`config.mk`:
```
export PLATFORM = sky130hd
export DESIGN_NAME = fsqrt_iter
export DESIGN_NICKNAME = d
export VERILOG_FILES = /design/src/rtl/fsqrt_iter.sv
export SDC_FILE = /design/constraint.sdc
export NUM_CORES = 1
export LEC_CHECK = 0
export CORE_MARGIN = 2
export CORE_UTILIZATION = 45
export CTS_BUF_LIST = sky130_fd_sc_hd__clkbuf_8
export CTS_CLUSTER_DIAMETER = 120
export DETAILED_ROUTE_END_ITERATION = 8
export DONT_BUFFER_PORTS = 1
export PLACE_DENSITY_LB_ADDON = 0.1
export SYNTH_ARGS = -nofsm -noshare
export SYNTH_HDL_FRONTEND = slang
export SYNTH_SLANG_ARGS = --single-unit
```
`constraint.sdc`:
```
create_clock -name clk -period 3.92 [get_ports clk]
set_input_delay 0.784 -clock clk [delete_from_list [all_inputs] [get_ports clk]]
set_output_delay 0.784 -clock clk [all_outputs]
set_load 0.01 [all_outputs]
```
`src/rtl/fsqrt_iter.sv`:
```
// Multi-cycle binary32 square root using restoring digit recurrence,
// BITS_PER_CYCLE root bits per CALC cycle, RNE rounding, valid/ready on both sides.
module fsqrt_iter #(
    parameter int BITS_PER_CYCLE = 1
) (
    input  logic        clk,
    input  logic        rstn,
    input  logic        in_valid,
    output logic        in_ready,
    input  logic [31:0] x,
    output logic        out_valid,
    input  logic        out_ready,
    output logic [31:0] y,
    output logic        exception
);
    localparam int BPC   = BITS_PER_CYCLE;
    localparam int N     = (25 + BPC - 1) / BPC;
    localparam int TOT   = N * BPC;      // root bits produced, including surplus
    localparam int RAD_W = 2 * TOT;
    localparam int RW    = TOT + 3;      // remainder < 2*root+1, plus two shifted-in bits
    localparam int CW    = $clog2(N + 1);

    typedef enum logic [1:0] {IDLE, CALC, ROUND, DONE} state_t;

    state_t           state_q, state_d;
    logic [CW-1:0]    cnt_q, cnt_d;
    logic [RAD_W-1:0] rad_q, rad_d;
    logic [RW-1:0]    rem_q, rem_d;
    logic [TOT-1:0]   root_q, root_d;
    logic [7:0]       exp_q, exp_d;
    logic             spec_q, spec_d;
    logic [31:0]      spec_y_q, spec_y_d;
    logic             spec_exc_q, spec_exc_d;
    logic [31:0]      y_q, y_d;
    logic             exc_q, exc_d;

    logic             accept;
    logic             x_sgn;
    logic [7:0]       x_exp;
    logic [22:0]      x_frac;
    logic             is_spec;
    logic [31:0]      cls_y;
    logic             cls_exc;
    logic [49:0]      rad50;
    logic [7:0]       exp_init;

    assign accept = in_valid && (state_q == IDLE);
    assign x_sgn  = x[31];
    assign x_exp  = x[30:23];
    assign x_frac = x[22:0];

    always_comb begin
        is_spec = x_sgn || (x_exp == 8'hFF) || (x_exp == 8'h00);
        cls_exc = x_sgn || (x_exp == 8'hFF);
        if (x_sgn)                cls_y = 32'h7FC00000;
        else if (x_exp == 8'hFF)  cls_y = (x_frac != 23'd0) ? 32'h7FC00000 : 32'h7F800000;
        else                      cls_y = 32'h00000000;
        if (x_exp[0]) begin
            rad50    = {1'b0, 1'b1, x_frac, 25'd0};
            exp_init = 8'((9'(x_exp) + 9'd127) >> 1);
        end else begin
            rad50    = {1'b1, x_frac, 26'd0};
            exp_init = 8'((9'(x_exp) + 9'd126) >> 1);
        end
    end

    logic [RAD_W-1:0] it_rad, rd;
    logic [RW-1:0]    it_rem, r, t;
    logic [TOT-1:0]   it_root, q;

    always_comb begin
        r = rem_q;
        q = root_q;
        rd = rad_q;
        t = '0;
        for (int k = 0; k < BPC; k++) begin
            r = {r[RW-3:0], rd[RAD_W-1 -: 2]};
            rd = {rd[RAD_W-3:0], 2'b00};
            t = '0;
            t[TOT+1:0] = {q, 2'b01};
            if (r >= t) begin
                r = r - t;
                q = {q[TOT-2:0], 1'b1};
            end else begin
                q = {q[TOT-2:0], 1'b0};
            end
        end
        it_rem  = r;
        it_root = q;
        it_rad  = rd;
    end

    logic [24:0]    root25;
    logic [TOT-1:0] low_bits;
    logic           sticky, rnd_inc;
    logic [24:0]    sig_rnd;
    logic [31:0]    rnd_y;

    always_comb begin
        root25   = 25'(root_q >> (TOT - 25));
        low_bits = root_q ^ (TOT'(root25) << (TOT - 25));
        sticky   = (rem_q != '0) || (low_bits != '0);
        rnd_inc  = root25[0] && (sticky || root25[1]);
        sig_rnd  = {1'b0, root25[24:1]} + 25'(rnd_inc);
        // Hidden bit lands on the exponent LSB, so bias the exponent down by one;
        // a rounding carry then bumps the exponent and leaves the fraction zero.
        rnd_y    = {1'b0, exp_q - 8'd1, 23'd0} + 32'(sig_rnd);
    end

    always_ff @(posedge clk or negedge rstn) begin
        if (!rstn) state_q <= IDLE;
        else       state_q <= state_d;
    end

    always_comb begin
        state_d = state_q;
        case (state_q)
            IDLE:  if (accept) state_d = is_spec ? ROUND : CALC;
            CALC:  if (cnt_q == CW'(N - 1)) state_d = ROUND;
            ROUND: state_d = DONE;
            DONE:  if (out_ready) state_d = IDLE;
            default: state_d = IDLE;
        endcase
    end

    always_comb begin
        in_ready  = (state_q == IDLE);
        out_valid = (state_q == DONE);
    end

    always_comb begin
        cnt_d      = cnt_q;
        rad_d      = rad_q;
        rem_d      = rem_q;
        root_d     = root_q;
        exp_d      = exp_q;
        spec_d     = spec_q;
        spec_y_d   = spec_y_q;
        spec_exc_d = spec_exc_q;
        y_d        = y_q;
        exc_d      = exc_q;
        if (accept) begin
            cnt_d      = '0;
            rad_d      = RAD_W'(rad50) << (RAD_W - 50);
            rem_d      = '0;
            root_d     = '0;
            exp_d      = exp_init;
            spec_d     = is_spec;
            spec_y_d   = cls_y;
            spec_exc_d = cls_exc;
        end else if (state_q == CALC) begin
            cnt_d  = cnt_q + CW'(1);
            rad_d  = it_rad;
            rem_d  = it_rem;
            root_d = it_root;
        end else if (state_q == ROUND) begin
            y_d   = spec_q ? spec_y_q : rnd_y;
            exc_d = spec_q && spec_exc_q;
        end
    end

    always_ff @(posedge clk or negedge rstn) begin
        if (!rstn) begin
            cnt_q      <= '0;
            rad_q      <= '0;
            rem_q      <= '0;
            root_q     <= '0;
            exp_q      <= '0;
            spec_q     <= 1'b0;
            spec_y_q   <= '0;
            spec_exc_q <= 1'b0;
            y_q        <= '0;
            exc_q      <= 1'b0;
        end else begin
            cnt_q      <= cnt_d;
            rad_q      <= rad_d;
            rem_q      <= rem_d;
            root_q     <= root_d;
            exp_q      <= exp_d;
            spec_q     <= spec_d;
            spec_y_q   <= spec_y_d;
            spec_exc_q <= spec_exc_d;
            y_q        <= y_d;
            exc_q      <= exc_d;
        end
    end

    assign y         = y_q;
    assign exception = exc_q;
endmodule

```
==> flow_summary_export.csv <==
group,metric,value,unit
status,status,"completed",
timing,finalCritPeriodShare,83.69,%
timing,rsz0062_at_grt,"false",
critical_path,required,4.29,ns
route,post_drt_wl_per_cell,18.69,um
route,first_pass_iters,5,
timing,setup_tns,0,ns
cells_and_area,n_fill_cell,1711,
floorplan,dieWidth,140.2,um
global_route,grt_pass1_wl,35330,um
global_route,grt_antenna_before_repair,0,
yosys,syn_inst,933,
floorplan,row_count,49,
placed_design,pre_cts_slack,0.6743,ns
yosys,yosysSeqAreaShare,38.67,%
cts,htreeDepth,4,
placed_design,place_area,8527,sq um
route,initialDrtViolationCount,319,
power_and_ir_drop,peakVddDrop,0.0004779,V
route,drt_wl_total,21640,um
job,maxCapViolCount,0,
yosys,ys_seq_elements,129,
cts,cts_sinks,129,
cts,clk_pin_slew_worst_paths,0.08,ns
cells_and_area,drive_above_1_share,6.781,%
critical_path,critPathArrivalTime,3.65,ns
yosys,synth.avg_cell_area,8.946,sq um
yosys,yosysTopAreaCell,"dfrtp_1",
timing,worst_slew_pin_slew,1.107,ns
timing,skew,0.01313,ns
placed_design,place_congestion,0.8806,
route,vias,6733,
floorplan,start_util,46.15,%
cts,cts_tree,"yes",
cells_and_area,final_area,9061,sq um
floorplan,io_pins,71,
yosys,synth_edf_count,0,
route,drc,0,
global_route,grt_pass1_vias,6772,
yosys,syn_area,8347,sq um
floorplan,die_h,140.2,um
cts,clockRootBuffer,"clkbuf_8",
placed_design,dp.cells,1121,
critical_path,end_kind,"flop",
yosys,synth_top_cell_area_share,38.67,%
cells_and_area,nets,993,
yosys,yosys-top-cells-area,"dfrtp_1 (39%), mux2i_1 (7.3%), ha_1 (6.1%), xnor2_1 (4.3%), nor2_1 (4.0%)",
cts,cts_resized,0,
yosys,yosysWarnings,0,
cells_and_area,instances_no_fill,1158,
timing,relSlewSlack,26.00,%
yosys,syn_nets,1010,
timing,max_freq,304.8,MHz
yosys,async_reset_ff_share,100.0,%
critical_path,critPathLaunchType,"flop",
cts,clk_latency,0.45,ns
critical_path,crit_type,"flop to flop",
yosys,ys_types,61,
global_route,grt_usage,22.48,%
power_and_ir_drop,p_leak,3.780,nW
timing,min_period,3.281,ns
route,viasPerCell,5.814,
cells_and_area,area_growth_syn_to_layout,8.559,%
timing,setup_viol,0,
global_route,grt_max_degree,95,
yosys,ys.flop_type,"dfrtp_1",
timing,setup_slack,0.6394,ns
cts,hold_buffers,2,
timing,slew_viol_final,0,
cts,postCtsSetupRepairBufs,0,
cts,clk_path_buf_depth,2,
placed_design,io_buffers,0,
floorplan,core_area,18090,sq um
critical_path,cp_max_fo,11,
timing,hold_viol,0,
hold_path,holdCritPathClass,"input pin to asynchronous set/reset pin",
global_route,overflow,0,
placed_design,hpwl,14730,um
power_and_ir_drop,power_density,916.7,nW/um^2
cells_and_area,diodes,0,
floorplan,dieArea,19650,sq um
cts,cts_buffers,17,
route,ant_nets,0,
## final timing paths
kind / start / to / slack, ns / cells after the start
worst max-delay path: root25[0]$_DFFE_PN0P_ / rem_q[25]$_DFFE_PN0P_ / 0.64 / 10
worst min-delay path: rstn / rem_q[14]$_DFFE_PN0P_ / 0.16 / 1
worst max register to register: root25[0]$_DFFE_PN0P_ / rem_q[25]$_DFFE_PN0P_ / 0.64 / 10
worst min register to register: spec_y_q[22]$_DFFE_PN0P_ / spec_y_q[22]$_DFFE_PN0P_ / 0.50 / 2
max in group asynchronous: rstn / spec_y_q[22]$_DFFE_PN0P_ / 2.79 / 1
min in group clk: x[23] / rad_q[49]$_DFFE_PN0P_ / 0.43 / 1
## cells by family after synthesis
group	synth area share [%]
muxes	7.720
DFF	38.67
adders and majority gates	6.146
buffers and inverters	4.662
AOI/OAI and AO/OA	19.37
xor gates and xnor gates	6.191
and+or+nand+nor	17.24
## cell usage after synthesis, drive strengths merged, types with 2 or more instances
cell type / count
nand4b: 2
buf: 12
nand4: 18
o2bb2ai: 24
o211a: 3
and4: 2
mux2i: 61
o31ai: 2
a211oi: 35
xnor2: 41
a21boi: 8
or2: 5
nor3: 24
o21ai: 48
a211o: 2
nor2: 90
and2: 3
and3: 8
o21a: 5
o211ai: 7
a31o: 2
inv: 49
nand3: 25
nor4b: 3
nand3b: 2
ha: 41
a21o: 15
clkbuf: 40
dfrtp: 129
mux2: 3
xor2: 18
o21bai: 3
a2111oi: 2
a311oi: 4
a21oi: 66
or3: 2
nand2: 65
nor4: 19
a31oi: 7
nor2b: 26
## critical path, stage by stage, from the launching register on
cell	delay [ns]
dfrtp_1	0.46
inv_1	0.09
ha_1	0.35
nor2b_1	0.23
o21ai_0	0.16
a211oi_1	0.36
o21ai_1	0.25
a31oi_4	0.45
nand2_4	0.15
or4_1	0.55
a21oi_1	0.13
## area by class of cell
class	instances	area [sq um]	area share [%]
Clock inverter	13	185.2	2.044
Clock buffer	19	261.5	2.886
Timing Repair Buffer	16	170.2	1.878
Multi-Input combinational cell	703	4746	52.38
Tap cell	229	286.5	3.162
Sequential cell	129	3228	35.63
Inverter	49	183.9	2.030
## metal layers
layer  up-vias  global-route usage (%)  wire, um
li1       3320                       -         -
met2       155                   36.17     10130
met3        31                   4.923       865
met4         0                   7.868       566
met1      3227                   30.07     10080
met5         -                       0         0
## power by group
part / total, W / switching, W / internal, W
registers: 0.00235 / 0.000530 / 0.00182
logic: 0.00465 / 0.00277 / 0.00188
clock network: 0.00130 / 0.000574 / 0.000727
## through the flow
| step | hold WS [ns] | util, % | total power (W) |
|---|---|---|---|
| 3_3_place_gp | 0.4764 | 47.15 | 0.006884 |
| 6_report | 0.1590 | 50.10 | 0.008306 |
| 3_5_place_dp | 0.4875 | 47.15 | 0.006961 |
| 5_1_grt | 0.1402 | 50.10 | 0.009011 |
| 4_1_cts | 0.001563 | 49.78 | 0.008306 |
| 2_1_floorplan | 0.4502 | - | 0.005879 |
## flip-flops by register name, indices dropped and copies added (netlist names)
signal	cells
exception	1
rem_q	28
rad_q	25
y	32
exp_q	8
cnt_q	5
root25	25
spec_q	1
spec_y_q	2
state_q	2
## cell usage in the layout, fill, tap and decap left out, types with 15 or more instances in the layout
master     Yosys  routed
clkbuf_8       0      19
nor3_1        24      24
nand2_1       64      63
nor2b_1       26      26
nor2_1        90      90
mux2i_1       61      61
dfrtp_1      129     129
a211oi_1      35      35
o2bb2ai_1     24      24
ha_1          41      40
o21ai_0       47      47
a21oi_1       66      66
nand4_1       18      18
xor2_1        18      18
a21o_1        15      15
nor4_1        19      19
nand3_1       24      24
inv_1         49      49
xnor2_1       41      41
(Power assumes the default switching activity.)
